## src/rtl/jogo_pkg.sv

```systemverilog
// Shared state codes and reset values for the progressive-round memory game.
package jogo_pkg;

    typedef enum logic [3:0] {
        INICIAL     = 4'h0,
        PREPARA     = 4'h1,
        ESPERA      = 4'h2,
        REGISTRA    = 4'h3,
        COMPARA     = 4'h4,
        PROX_JOGADA = 4'h5,
        PROX_RODADA = 4'h6,
        FIM_ACERTO  = 4'hA,
        FIM_TIMEOUT = 4'hD,
        FIM_ERRO    = 4'hE
    } estado_t;

    localparam estado_t ESTADO_RESET = INICIAL;
    localparam logic    BIT_RESET    = 1'b0;

    function automatic logic estado_final(input estado_t e);
        logic f;
        case (e)
            FIM_ACERTO:  f = 1'b1;
            FIM_ERRO:    f = 1'b1;
            FIM_TIMEOUT: f = 1'b1;
            default:     f = 1'b0;
        endcase
        return f;
    endfunction

endpackage

```

## src/rtl/jogo_memoria_rodadas_contador_timeout.sv

```systemverilog
// Saturating per-move timeout counter: fim rises on the M-th consecutive counting cycle.
module contador_timeout #(
    parameter int M = 5000
) (
    input  logic clock,
    input  logic reset,
    input  logic zera,
    input  logic conta,
    output logic fim
);
    localparam int W = (M > 1) ? $clog2(M) : 1;
    localparam logic [W-1:0] LIMITE = W'(M - 1);

    logic [W-1:0] cont_q;
    logic [W-1:0] cont_d;

    // next count: clear, advance, or hold at the limit
    always_comb begin
        cont_d = cont_q;
        if (zera) begin
            cont_d = '0;
        end else if (conta && (cont_q != LIMITE)) begin
            cont_d = cont_q + W'(1);
        end else begin
            cont_d = cont_q;
        end
    end

    // count register
    always_ff @(posedge clock) begin
        if (reset) begin
            cont_q <= '0;
        end else begin
            cont_q <= cont_d;
        end
    end

    assign fim = conta && (cont_q == LIMITE);

endmodule

```

## src/rtl/jogo_memoria_rodadas.sv

```systemverilog
// Progressive-round sequence game: round r replays ROM items 0..r, win after PROF rounds.
module jogo_memoria_rodadas
    import jogo_pkg::*;
#(
    parameter int N_BOTOES       = 4,
    parameter int PROF           = 16,
    parameter int W_END          = $clog2(PROF),
    parameter int TIMEOUT_CICLOS = 5000
) (
    input  logic                clock,
    input  logic                reset,
    input  logic                iniciar,
    input  logic [N_BOTOES-1:0] chaves,
    input  logic [N_BOTOES-1:0] mem_data,
    output logic [W_END-1:0]    mem_addr,
    output logic [W_END-1:0]    rodada,
    output logic [N_BOTOES-1:0] leds,
    output logic                acertou,
    output logic                errou,
    output logic                pronto,
    output logic                db_timeout,
    output logic                db_jogada,
    output logic [3:0]          db_estado
);
    localparam logic [W_END-1:0] ULTIMA = W_END'(PROF - 1);

    estado_t             estado_q, estado_d;
    logic [W_END-1:0]    mem_addr_q, mem_addr_d;
    logic [W_END-1:0]    rodada_q, rodada_d;
    logic [N_BOTOES-1:0] leds_q, leds_d;
    logic [N_BOTOES-1:0] chaves_prev_q;
    logic                jogada_q, jogada_d;
    logic                acertou_q, acertou_d;
    logic                errou_q, errou_d;
    logic                pronto_q, pronto_d;
    logic                db_timeout_q, db_timeout_d;
    logic [3:0]          db_estado_q;
    logic                fim_timeout_s;
    logic                em_espera_s;

    assign em_espera_s = (estado_q == ESPERA);

    contador_timeout #(
        .M(TIMEOUT_CICLOS)
    ) u_timeout (
        .clock (clock),
        .reset (reset),
        .zera  (~em_espera_s),
        .conta (em_espera_s),
        .fim   (fim_timeout_s)
    );

    // a move is a zero-to-nonzero transition of the button vector
    always_comb begin
        jogada_d = 1'b0;
        if ((chaves_prev_q == '0) && (chaves != '0)) begin
            jogada_d = 1'b1;
        end else begin
            jogada_d = 1'b0;
        end
    end

    // game sequencing and datapath next-state
    always_comb begin
        estado_d   = estado_q;
        mem_addr_d = mem_addr_q;
        rodada_d   = rodada_q;
        leds_d     = leds_q;
        case (estado_q)
            INICIAL: begin
                if (iniciar) estado_d = PREPARA;
                else         estado_d = INICIAL;
            end
            PREPARA: begin
                mem_addr_d = '0;
                rodada_d   = '0;
                leds_d     = '0;
                estado_d   = ESPERA;
            end
            ESPERA: begin
                // a move arriving on the last allowed cycle still counts
                if (jogada_q)           estado_d = REGISTRA;
                else if (fim_timeout_s) estado_d = FIM_TIMEOUT;
                else                    estado_d = ESPERA;
            end
            REGISTRA: begin
                leds_d   = chaves;
                estado_d = COMPARA;
            end
            COMPARA: begin
                if (leds_q != mem_data)          estado_d = FIM_ERRO;
                else if (mem_addr_q < rodada_q)  estado_d = PROX_JOGADA;
                else if (rodada_q == ULTIMA)     estado_d = FIM_ACERTO;
                else                             estado_d = PROX_RODADA;
            end
            PROX_JOGADA: begin
                mem_addr_d = mem_addr_q + W_END'(1);
                estado_d   = ESPERA;
            end
            PROX_RODADA: begin
                rodada_d   = rodada_q + W_END'(1);
                mem_addr_d = '0;
                estado_d   = ESPERA;
            end
            FIM_ACERTO, FIM_ERRO, FIM_TIMEOUT: begin
                if (iniciar) estado_d = PREPARA;
                else         estado_d = estado_q;
            end
            default: begin
                estado_d = ESTADO_RESET;
            end
        endcase
    end

    // Moore outputs decoded from the upcoming state so they land in registers
    always_comb begin
        acertou_d    = (estado_d == FIM_ACERTO);
        errou_d      = (estado_d == FIM_ERRO) || (estado_d == FIM_TIMEOUT);
        pronto_d     = estado_final(estado_d);
        db_timeout_d = (estado_d == FIM_TIMEOUT);
    end

    // state, datapath and output registers
    always_ff @(posedge clock) begin
        if (reset) begin
            estado_q      <= ESTADO_RESET;
            mem_addr_q    <= '0;
            rodada_q      <= '0;
            leds_q        <= '0;
            chaves_prev_q <= '0;
            jogada_q      <= BIT_RESET;
            acertou_q     <= BIT_RESET;
            errou_q       <= BIT_RESET;
            pronto_q      <= BIT_RESET;
            db_timeout_q  <= BIT_RESET;
            db_estado_q   <= 4'h0;
        end else begin
            estado_q      <= estado_d;
            mem_addr_q    <= mem_addr_d;
            rodada_q      <= rodada_d;
            leds_q        <= leds_d;
            chaves_prev_q <= chaves;
            jogada_q      <= jogada_d;
            acertou_q     <= acertou_d;
            errou_q       <= errou_d;
            pronto_q      <= pronto_d;
            db_timeout_q  <= db_timeout_d;
            db_estado_q   <= estado_d;
        end
    end

    assign mem_addr   = mem_addr_q;
    assign rodada     = rodada_q;
    assign leds       = leds_q;
    assign acertou    = acertou_q;
    assign errou      = errou_q;
    assign pronto     = pronto_q;
    assign db_timeout = db_timeout_q;
    assign db_jogada  = jogada_q;
    assign db_estado  = db_estado_q;

endmodule

```

## config.mk

```make
export PLATFORM = sky130hd
export DESIGN_NAME = jogo_memoria_rodadas
export DESIGN_NICKNAME = d
export VERILOG_FILES = /design/src/rtl/jogo_pkg.sv /design/src/rtl/jogo_memoria_rodadas_contador_timeout.sv /design/src/rtl/jogo_memoria_rodadas.sv
export SDC_FILE = /design/constraint.sdc
export NUM_CORES = 1
export LEC_CHECK = 0
export BUFFER_PORTS_ARGS = -buffer_cell sky130_fd_sc_hd__buf_4
export CAP_MARGIN = 20
export CORE_MARGIN = 8
export CORE_UTILIZATION = 50
export DETAILED_ROUTE_END_ITERATION = 12
export PLACE_DENSITY = 0.72
export SYNTH_ARGS = -nofsm -noshare
export SYNTH_HDL_FRONTEND = slang
export SYNTH_SLANG_ARGS = --single-unit
```

## constraint.sdc

```tcl
create_clock -name clock -period 1.86 [get_ports clock]
set_input_delay 0.093 -clock clock [delete_from_list [all_inputs] [get_ports clock]]
set_output_delay 0.093 -clock clock [all_outputs]
set_load 0.03 [all_outputs]
```

==> summary.md <==
| Metric | Value |
|---|---|
| Status | completed |
| Fin area | 2380 µm² |
| Worst setup margin | 0.0956 ns |
| Cells after synthesis | 219 |
| Slew margin rel. | 0.646 |
| First-pass GRT wire length | 7.54 mm |
| YS warnings | 0 |
| Slew @ Worst Pin | 0.531 ns |
| Site Rows | 22 |
| Wire per inst | 13.9 µm |
| Hold-fix buffers, CTS | 0 |
| Fin nets | 281 |
| Crit. End Element | register |
| Crit start category | register |
| Cell taking the most area after synthesis | dfxtp_1 |
| 1st-pass router iterations | 4 |
| FILL cells | 341 |
| Max Cap Viol | 0 |
| Die X | 77.4 µm |
| Chip height | 77.4 µm |
| Arr. time, crit path | 1.94 ns |
| Share of power burned in registers | 0.525 |
| Total CTS buffers | 5 |
| Top cell type's share of synthesized area | 0.404 |
| WP data required | 2.03 ns |
| Largest net degree at the start of global routing | 22 |
| Post-CTS Setup Bufs | 0 |
| Hpwl dp | 3.29 mm |
| Final Max Slew Viols | 0 |
| GR Util All Layers | 0.150 |
| Switching Power | 398 µW |
| Area grow syn2layout | 26.1% |
| Post-DR vias/cell | 5.42 |
| Antenna Cells | 0 |
| Gr ovfl total | 0 |
| Register Area | 762 µm² |
| Clock skew | 0.00955 ns |
| P_leak | 0.000966 µW |
| Multi-input gate area | 1080 µm² |
| #FFs+latches synth | 38 |
| Pre-CTS WS | 0.0975 ns |
| Sw frac | 0.248 |
| Most frequently used flop master after synthesis | dfxtp_1 |
| Ports | 32 |
| Power share of the clock group | 0.360 |
| Peak supply drop | 0.403 mV |
| Drt total wl | 4.34 mm |
| Die area | 5990 µm² |
| DRT antenna net count | 0 |
| Starting Density | 0.519 |
| PwrDens | 676 nW/µm² |
| CTS max path bufs | 2 |
| Gate power share | 0.116 |
| Cell Area, Placed | 2260 µm² |
| DRC | 0 |
| Fmax | 0.567 GHz |
| Seq/Total Area, Yosys | 0.404 |
| Port bufs | 31 |
| Clk sinks | 38 |
| Core ar. | 3630 µm² |
| Final Hold Fails | 0 |
| Layout cell share with drive strength beyond 1 | 0.245 |
| Initial antenna violation count | 0 |
| Root Buffer | clkbuf_8 |
| Post-layout min period | 1.76 ns |
| H-tree Lvls | 2 |
| Post-Syn Area | 1880 µm² |
| Syn avg cell area | 8.60 µm² |
| Final setup fails | 0 |
| Setup CP Type | reg -> reg |
| RePlAce Congestion | 0.785 |
| Ys async rst share | 0 |
| CTS resizes | 0 |
| Mapped Nets | 236 |
| Commonest non-fill, non-tap cell in the layout | buf_4 |
| Via count of the routed design | 1696 |
| RSZ-0062 raised after global routing | yes |
| Most frequent cells in the layout | buf_4 (47), dfxtp_1 (37), nor2_1 (23) |
| Final period util | 0.949 |
| Vias in the first global route | 1642 |
| Crit path max fanout | 6 |
| CTS tree | yes |
| Detailed router's first-iteration violation count | 101 |
| Cell variety after synth | 49 |
| Clk slew on worst S/H paths | 0.08 ns |
| Internal power | 1210 µW |
| Synth area leaders | dfxtp_1 (40%), xnor2_1 (4.6%), nor2_1 (4.6%), ha_1 (4.0%), nand2_1 (3.8%) |
| Post-synth EDFFs | 0 |
| Tightest Hold Check Type | in -> reg |
| Clk Latency, worst-skew pair | 0.30 ns |
## power groups by stage
stage               Combinational (µW)  Clock (µW)  Sequential, µW
floorplan                          103           0             874
global placement                   183           0             860
detailed placement                 184           0             861
CTS                                185         601             842
global route                       203         628             844
finish                             186         577             843
## synthesized netlist by cell type, types with 5 or more instances
library cell	number
nor2b_1	9
xnor2_1	10
clkbuf_1	5
nor3_1	10
dfxtp_1	38
ha_1	6
nand2_1	19
xor2_1	7
a21oi_1	12
inv_1	6
o21ai_0	8
nand3_1	10
nor2_1	23
## worst max-delay path: stages (launching register included)
cell	delay, ns
dfxtp_1	0.36
or4b_4	0.56
a311oi_4	0.34
nand4_1	0.18
xor2_1	0.16
nor2_1	0.05
## per-layer routing
metal | up-vias | GRT usage | share of wire
li1 | 862 | - | -
met1 | 784 | 0.199 | 0.50
met2 | 47 | 0.220 | 0.43
met3 | 3 | 0.0484 | 0.060
met4 | 0 | 0.0623 | 0.0074
met5 | - | 0 | 0
## flip-flops by register name, indices dropped and copies added, names as in the netlist
name	count
acertou	1
chaves_prev_q	4
db_estado	4
db_jogada	1
db_timeout	1
errou	1
leds	4
mem_addr	4
pronto	1
rodada	4
u_timeout.cont_q	13
## final timing paths
path / from / to / slack (ns) / cells past startpoint
min: chaves[3] / chaves_prev_q[3] / 0.03 / 2
max: db_estado[2] / u_timeout.cont_q[6] / 0.1 / 5
min reg2reg: chaves_prev_q[2] / db_jogada / 0.48 / 2
max reg2reg: db_estado[2] / u_timeout.cont_q[6] / 0.1 / 5
## kinds of logic (layout without fill, tap and decap cells)
logic type / count (synthesis) / in the layout / synth area share
AND/OR/NAND/NOR: 103 / 103 / 0.303
AO/OA/AOI/OAI: 39 / 39 / 0.136
flip-flops: 38 / 38 / 0.404
XOR/XNOR: 17 / 17 / 0.0790
buffers and inverters: 16 / 62 / 0.0378
adder cells (fa/ha/maj): 6 / 6 / 0.0398
## cell type report
type                            count  area share
Sequential cell                    38       0.321
Tap cell                           48      0.0253
Clock inverter                      1     0.00211
Timing Repair Buffer               47       0.148
Inverter                            7      0.0111
Multi-Input combinational cell    165       0.456
Clock buffer                        7      0.0363
## metrics by stage
stage / instances / hold WS, ns / setup TNS [ns] / utilization / power [µW]
6_report: 313 / 0.0339 / 0 / 0.654 / 1610
5_1_grt: 313 / 0.0409 / -0.0146 / 0.654 / 1670
4_1_cts: 313 / 0.0260 / 0 / 0.648 / 1630
3_5_place_dp: 305 / 0.333 / 0 / 0.623 / 1040
3_3_place_gp: 305 / 0.334 / 0 / 0.623 / 1040
2_1_floorplan: 219 / 0.221 / 0 / - / 977
(Power assumes the default switching activity.)
